### config.mk
export PLATFORM = sky130hd
export DESIGN_NAME = poly_voice_engine
export DESIGN_NICKNAME = d
export VERILOG_FILES = /design/src/rtl/poly_voice_engine.sv
export SDC_FILE = /design/constraint.sdc
export NUM_CORES = 1
export LEC_CHECK = 0
export CELL_PAD_IN_SITES_DETAIL_PLACEMENT = 1
export CELL_PAD_IN_SITES_GLOBAL_PLACEMENT = 1
export CORE_ASPECT_RATIO = 0.9
export CORE_MARGIN = 8
export CORE_UTILIZATION = 40
export CTS_CLUSTER_DIAMETER = 40
export DETAILED_ROUTE_END_ITERATION = 16
export GPL_ROUTABILITY_DRIVEN = 0
export GPL_TIMING_DRIVEN = 0
export PLACE_DENSITY_LB_ADDON = 0.1
export SYNTH_ARGS = -nofsm -noshare
export SYNTH_HDL_FRONTEND = slang
export SYNTH_SLANG_ARGS = --single-unit
### constraint.sdc
create_clock -name clk -period 9.1 [get_ports clk]
set_input_delay 1.82 -clock clk [delete_from_list [all_inputs] [get_ports clk]]
set_output_delay 1.82 -clock clk [all_outputs]
set_load 0.02 [all_outputs]
### src/rtl/poly_voice_engine.sv
// Polyphonic voice engine: key edge detect, voice allocation, dividers, shaping, mixer.
// Optional define VOICE_STEAL_EN: a press with no free voice steals the oldest voice.
module poly_voice_engine #(
   parameter int NUM_KEYS   = 13,
   parameter int NUM_VOICES = 4,
   parameter int SAMPLE_W   = 8,
   parameter int SAMPLE_DIV = 256
) (
   input  logic                  clk,
   input  logic                  reset,
   input  logic [NUM_KEYS-1:0]   keys,
   input  logic [1:0]            oct_sel,
   input  logic [1:0]            wave_sel,
   output logic [SAMPLE_W-1:0]   sample,
   output logic                  sample_valid,
   output logic [NUM_VOICES-1:0] voice_active,
   output logic                  alloc_drop
);

   localparam int KW    = 4;
   localparam int VSH   = $clog2(NUM_VOICES);
   localparam int VW    = (VSH > 0) ? VSH : 1;
   localparam int AGE_W = 8;
   localparam int DIV_W = 10;
   localparam int CNT_W = $clog2(SAMPLE_DIV);
   localparam int SUM_W = SAMPLE_W + 4;

   logic [NUM_KEYS-1:0]   keys_q, keys_prev_q;
   logic [NUM_KEYS-1:0]   pend_q, pend_d;
   logic [NUM_VOICES-1:0] act_q, act_d;
   logic [KW-1:0]         owner_q [NUM_VOICES];
   logic [KW-1:0]         owner_d [NUM_VOICES];
   logic [AGE_W-1:0]      age_q   [NUM_VOICES];
   logic [AGE_W-1:0]      age_d   [NUM_VOICES];
   logic [SAMPLE_W-1:0]   phase_q [NUM_VOICES];
   logic [SAMPLE_W-1:0]   phase_d [NUM_VOICES];
   logic [DIV_W-1:0]      div_q   [NUM_VOICES];
   logic [DIV_W-1:0]      div_d   [NUM_VOICES];
   logic [DIV_W-1:0]      per_q   [NUM_VOICES];
   logic [DIV_W-1:0]      per_d   [NUM_VOICES];
   logic [CNT_W-1:0]      cnt_q, cnt_d;
   logic [SAMPLE_W-1:0]   sample_q, sample_d;
   logic                  valid_q, valid_d;
   logic                  drop_q, drop_d;

   logic [NUM_KEYS-1:0]   press, rel, eff;
   logic                  svc_found, owned, free_found, do_alloc;
   logic [KW-1:0]         svc_key;
   logic [VW-1:0]         free_idx, tgt;
   logic [SUM_W-1:0]      sum;
   logic [SAMPLE_W-1:0]   mix;
`ifdef VOICE_STEAL_EN
   logic [VW-1:0]         old_idx;
   logic [AGE_W-1:0]      old_age;
`endif

   function automatic logic [6:0] key_tab(input logic [KW-1:0] k);
      logic [6:0] r;
      case (k)
         4'd0:    r = 7'd75;
         4'd1:    r = 7'd70;
         4'd2:    r = 7'd67;
         4'd3:    r = 7'd63;
         4'd4:    r = 7'd59;
         4'd5:    r = 7'd56;
         4'd6:    r = 7'd53;
         4'd7:    r = 7'd50;
         4'd8:    r = 7'd47;
         4'd9:    r = 7'd44;
         4'd10:   r = 7'd42;
         4'd11:   r = 7'd40;
         4'd12:   r = 7'd37;
         default: r = 7'd75;
      endcase
      return r;
   endfunction

   function automatic logic [DIV_W-1:0] period(input logic [KW-1:0] k,
                                                input logic [1:0]    o);
      return DIV_W'(key_tab(k)) << o;
   endfunction

   function automatic logic [SAMPLE_W-1:0] shape(input logic [SAMPLE_W-1:0] p,
                                                 input logic [1:0]          w);
      logic [SAMPLE_W-1:0] dbl;
      logic [SAMPLE_W-1:0] r;
      dbl = p << 1;
      case (w)
         2'd0:    r = p;
         2'd1:    r = {SAMPLE_W{p[SAMPLE_W-1]}};
         2'd2:    r = p[SAMPLE_W-1] ? ~dbl : dbl;
         default: r = '0;
      endcase
      return r;
   endfunction

   // Service selection: lowest pending key, lowest free voice.
   always_comb begin
      press = keys_q & ~keys_prev_q;
      rel   = ~keys_q & keys_prev_q;
      eff   = (pend_q | press) & ~rel;
      svc_found = 1'b0;
      svc_key   = '0;
      for (int k = NUM_KEYS - 1; k >= 0; k--) begin
         if (eff[k]) begin
            svc_found = 1'b1;
            svc_key   = KW'(k);
         end
      end
      free_found = 1'b0;
      free_idx   = '0;
      for (int v = NUM_VOICES - 1; v >= 0; v--) begin
         if (!act_q[v]) begin
            free_found = 1'b1;
            free_idx   = VW'(v);
         end
      end
      owned = 1'b0;
      for (int v = 0; v < NUM_VOICES; v++) begin
         if (act_q[v] && owner_q[v] == svc_key) owned = 1'b1;
      end
   end

`ifdef VOICE_STEAL_EN
   always_comb begin
      old_idx = '0;
      old_age = age_q[0];
      for (int v = 1; v < NUM_VOICES; v++) begin
         if (age_q[v] > old_age) begin
            old_idx = VW'(v);
            old_age = age_q[v];
         end
      end
   end
`endif

   always_comb begin
      act_d   = act_q;
      owner_d = owner_q;
      age_d   = age_q;
      phase_d = phase_q;
      div_d   = div_q;
      per_d   = per_q;
      for (int v = 0; v < NUM_VOICES; v++) begin
         if (act_q[v]) begin
            if (age_q[v] != '1) age_d[v] = age_q[v] + AGE_W'(1);
            // Octave change is picked up only when the divider wraps.
            if (div_q[v] == per_q[v] - DIV_W'(1)) begin
               div_d[v]   = '0;
               phase_d[v] = phase_q[v] + SAMPLE_W'(1);
               per_d[v]   = period(owner_q[v], oct_sel);
            end else begin
               div_d[v] = div_q[v] + DIV_W'(1);
            end
            if (rel[owner_q[v]]) begin
               act_d[v]   = 1'b0;
               phase_d[v] = '0;
               div_d[v]   = '0;
               age_d[v]   = '0;
            end
         end
      end
      pend_d   = eff;
      drop_d   = 1'b0;
      do_alloc = 1'b0;
      tgt      = '0;
      if (svc_found) begin
         pend_d[svc_key] = 1'b0;
         if (!owned) begin
            if (free_found) begin
               do_alloc = 1'b1;
               tgt      = free_idx;
            end else begin
`ifdef VOICE_STEAL_EN
               do_alloc = 1'b1;
               tgt      = old_idx;
`else
               drop_d   = 1'b1;
`endif
            end
         end
      end
      if (do_alloc) begin
         act_d[tgt]   = 1'b1;
         owner_d[tgt] = svc_key;
         age_d[tgt]   = '0;
         phase_d[tgt] = '0;
         div_d[tgt]   = '0;
         per_d[tgt]   = period(svc_key, oct_sel);
      end
   end

   // Mixer: average of shaped active voices.
   always_comb begin
      sum = '0;
      for (int v = 0; v < NUM_VOICES; v++) begin
         if (act_q[v]) sum = sum + SUM_W'(shape(phase_q[v], wave_sel));
      end
      mix = SAMPLE_W'(sum >> VSH);
      if (cnt_q == CNT_W'(SAMPLE_DIV - 1)) begin
         cnt_d    = '0;
         sample_d = mix;
         valid_d  = 1'b1;
      end else begin
         cnt_d    = cnt_q + CNT_W'(1);
         sample_d = sample_q;
         valid_d  = 1'b0;
      end
   end

   always_ff @(posedge clk or posedge reset) begin
      if (reset) begin
         keys_q      <= '0;
         keys_prev_q <= '0;
         pend_q      <= '0;
         act_q       <= '0;
         owner_q     <= '{default: '0};
         age_q       <= '{default: '0};
         phase_q     <= '{default: '0};
         div_q       <= '{default: '0};
         per_q       <= '{default: '0};
         cnt_q       <= '0;
         sample_q    <= '0;
         valid_q     <= 1'b0;
         drop_q      <= 1'b0;
      end else begin
         keys_q      <= keys;
         keys_prev_q <= keys_q;
         pend_q      <= pend_d;
         act_q       <= act_d;
         owner_q     <= owner_d;
         age_q       <= age_d;
         phase_q     <= phase_d;
         div_q       <= div_d;
         per_q       <= per_d;
         cnt_q       <= cnt_d;
         sample_q    <= sample_d;
         valid_q     <= valid_d;
         drop_q      <= drop_d;
      end
   end

   assign sample       = sample_q;
   assign sample_valid = valid_q;
   assign voice_active = act_q;
   assign alloc_drop   = drop_q;

endmodule

==> impl_metrics.toml <==
[placed_design]
dpl-instance-area_mm2 = 0.01508
io_buffer_count = 29
detailed_place_hpwl_mm = 35.66

[min_path]
hold_wc_startpoint = "keys_q[10]"
timing.hold.worst.class = "reg -> reg"

[finish]
post_route_cells_drive_above_1_share_pct = 5.183
mostFrequentLayoutCell = "sky130_fd_sc_hd__dfrtp_1"
area.growth.synth_to_final_pct = 10.68
num_antenna_cells = 0
final_design_area_no_fill_mm2 = 0.01568
final_cell_mix = "sky130_fd_sc_hd__dfrtp_1 (189), sky130_fd_sc_hd__nor2_1 (178), sky130_fd_sc_hd__a21oi_1 (163)"
nets = 1839

[yosys]
async_flop_share_pct = 100.0
synth_seq_cells = 189
synth-edff-count = 0
synth.yosys.seq_area_share_pct = 33.38
synth_nets = 1790
synth_cells = 1713
syn-cell-area_mm2 = 0.01417
synth.lib_cells_used.distinct = 79
ys_dominant_reg_cell = "sky130_fd_sc_hd__dfrtp_1"
post_synth.cell_area_avg_um2 = 8.271
synth.yosys.warnings = 0

[critical_path]
path_max_fanout = 10
crit_type = "in -> reg"
critPathLaunch = "wave_sel[0]"
critPathCaptureType = "register"
worst_setup_path_start_kind = "input pin"
reg2reg_from = "voice_active[1]"
critPathArrivalTime_ns = 7.86
cp_data_required_time_ns = 9.43
ff2ff_setup_slack_ns = 3.30

[sta]
maxSlewHeadroom_pct = 17.16
fin_crit_ns = 7.532
finalHoldViolCount = 0
timing_worst_slew_pin_value_ns = 1.230
grt_setup_unrepaired = "no"
hold_ws_ns = 0.3876
max_frequency_ghz = 0.1328
worst_clock_skew_ns = 0.01372
setup_viol = 0
final_min_period_over_clock_period_pct = 82.77
timing.final.max_slew_violations = 0

[die]
top_level_ports = 33
rows = 65
floorplan.die.height_um = 194.5
fp.dieW_um = 214.4
die_area_mm2 = 0.04171
core_mm2 = 0.03497
start_util_pct = 40.52

[clocking]
cts_post_setup_buffers_inserted = 0
clk_path_buf_depth = 2
cts.htree.levels = 4
cts.root.buffer_cell = "sky130_fd_sc_hd__clkbuf_16"
cts_made_buffers = 17
cts-hold-fix-buffers = 0
tritoncts = "done"
cts-resized-gates = 0
path_clk_slew_ns = 0.08
clk_latency_ns = 0.47
cts_sinks = 189

[detailed_routing]
ant_nets = 0
drt_via_density = 5.917
drc_errors = 0
routed_wirelength_mm = 47.28
drt_first_iter_violations = 920
avgRoutedWirePerCell_um = 21.07
detail_route.first_pass.iterations = 9
via_count = 13280

[global_routing]
grt_max_degree = 102
globalRoute.totalOverflow = 0
total_track_usage_pct = 22.84
first_pass_grt_wire_length_mm = 76.97
grt_antenna_before_repair = 1
grt_pass1_vias = 13650

[power_and_ir_drop]
power.density_cell_area_mw_per_mm2 = 252.7
leakagePower_nw = 6.471
power.ir.vdd_worst_mv = 0.1443

[job]
max_cap_violations = 0

[outcome]
run_status = "finished, final reports clean"
[stage by stage]
step	util, %	instances	total power [mW]	TNS [ns]	worst slack, ns
3_3_place_gp	43.02	2211	3.104	-163.69	-0.8958
5_1_grt	44.84	2244	4.241	0	1.084
4_1_cts	44.84	2244	3.986	0	1.669
6_report	44.84	2244	3.963	0	1.568
3_5_place_dp	43.12	2212	3.164	0	1.158
2_1_floorplan	-	1713	2.552	0	2.138
[report_power, final]
group          switching (mW)  total, mW  internal [mW]
Sequential              0.202       1.20          0.996
Combinational            1.25       1.96          0.717
Clock                   0.387      0.802          0.415
Total                    1.83       3.96           2.13
[logic make-up after synthesis]
logic type | share of synthesized area (%)
AND/OR/NAND/NOR | 20.35
buffers and inverters | 4.989
flip-flops | 33.38
multiplexers | 8.080
XOR/XNOR | 6.305
adder cells (fa/ha/maj) | 5.599
AO/OA/AOI/OAI | 21.30
[path summary, 6_finish.rpt]
| path | to | cells past startpoint |
|---|---|---|
| hold reg to reg | keys_prev_q[10] | 0 |
| hold / removal | keys_prev_q[10] | 0 |
| setup reg to reg | sample[7] | 22 |
| max in group asynchronous | sample[3] | 3 |
| min in group asynchronous | div_q[32] | 2 |
| setup / recovery | sample[7] | 24 |
[worst max-delay path: stages]
cell and delay [ns]:
sky130_fd_sc_hd__clkdlybuf4s50_1 0.58, sky130_fd_sc_hd__nor2b_1 0.35, sky130_fd_sc_hd__clkbuf_1 0.48, sky130_fd_sc_hd__clkbuf_1 0.48
sky130_fd_sc_hd__o21ai_0 0.17, sky130_fd_sc_hd__o21ai_0 0.21, sky130_fd_sc_hd__fa_1 0.49, sky130_fd_sc_hd__a21oi_1 0.39
sky130_fd_sc_hd__inv_1 0.09, sky130_fd_sc_hd__ha_1 0.28, sky130_fd_sc_hd__a21o_1 0.18, sky130_fd_sc_hd__a21oi_1 0.21
sky130_fd_sc_hd__o21ai_0 0.11, sky130_fd_sc_hd__a21oi_1 0.24, sky130_fd_sc_hd__xnor2_1 0.10, sky130_fd_sc_hd__mux2_2 0.31
sky130_fd_sc_hd__ha_1 0.31, sky130_fd_sc_hd__nor2_1 0.05, sky130_fd_sc_hd__nor2_1 0.15, sky130_fd_sc_hd__a31oi_1 0.15
sky130_fd_sc_hd__o21bai_1 0.23, sky130_fd_sc_hd__nand3b_1 0.15, sky130_fd_sc_hd__xnor2_1 0.24, sky130_fd_sc_hd__a21oi_1 0.09
[cell type report]
| cell class | instances | area, um^2 |
|---|---|---|
| Inverter | 88 | 337.8 |
| Clock buffer | 17 | 425.4 |
| Clock inverter | 15 | 176.4 |
| Fill cell | 4194 | 19290 |
| Tap cell | 469 | 586.8 |
| Timing Repair Buffer | 30 | 317.8 |
| Multi-Input combinational cell | 1342 | 8732 |
| Sequential cell | 189 | 4730 |
| Buffer | 94 | 376.6 |
[cell usage after synthesis, drive strengths merged, types with 6 or more instances]
| cell | number | area [um^2] |
|---|---|---|
| dfrtp | 189 | 4730 |
| nor2 | 180 | 680.7 |
| a21oi | 163 | 815.8 |
| o21ai | 148 | 740.7 |
| nand2 | 125 | 469.2 |
| inv | 80 | 300.3 |
| xnor2 | 77 | 674.4 |
| clkbuf | 72 | 270.3 |
| mux2i | 66 | 660.6 |
| ha | 56 | 700.7 |
| nor2b | 44 | 275.3 |
| nor3 | 40 | 211.5 |
| nor4 | 30 | 200.2 |
| and3 | 28 | 175.2 |
| a31oi | 26 | 162.7 |
| nand3 | 26 | 130.1 |
| mux2 | 25 | 281.5 |
| xor2 | 25 | 219.0 |
| nand2b | 24 | 150.1 |
| buf | 22 | 106.3 |
| nor3b | 21 | 157.7 |
| o211ai | 20 | 150.1 |
| a211oi | 18 | 140.1 |
| nand4 | 17 | 106.4 |
| o22ai | 13 | 81.33 |
| or3 | 13 | 81.33 |
| a21o | 12 | 90.09 |
| a2bb2oi | 12 | 105.1 |
| o21a | 12 | 90.09 |
| a22oi | 11 | 87.58 |
| o21bai | 10 | 75.07 |
| mux4 | 9 | 202.7 |
| clkinv | 8 | 30.03 |
| nand3b | 7 | 52.55 |
| o31ai | 6 | 45.04 |
| or2 | 6 | 37.53 |
| or4 | 6 | 45.04 |
[flip-flops by register name, summed over array words and instances, names as in the netlist, 13 cells and up]
register     flops
per_q           40
keys_q          13
owner_q         16
keys_prev_q     13
phase_q         32
pend_q          13
div_q           40
[metal layers]
metal,track usage (%),share of wire [%]
met4,5.735,1.7
met3,4.610,6.0
met1,32.57,48
met5,0,0
met2,34.91,44
Power figures use the tool's default switching activity.
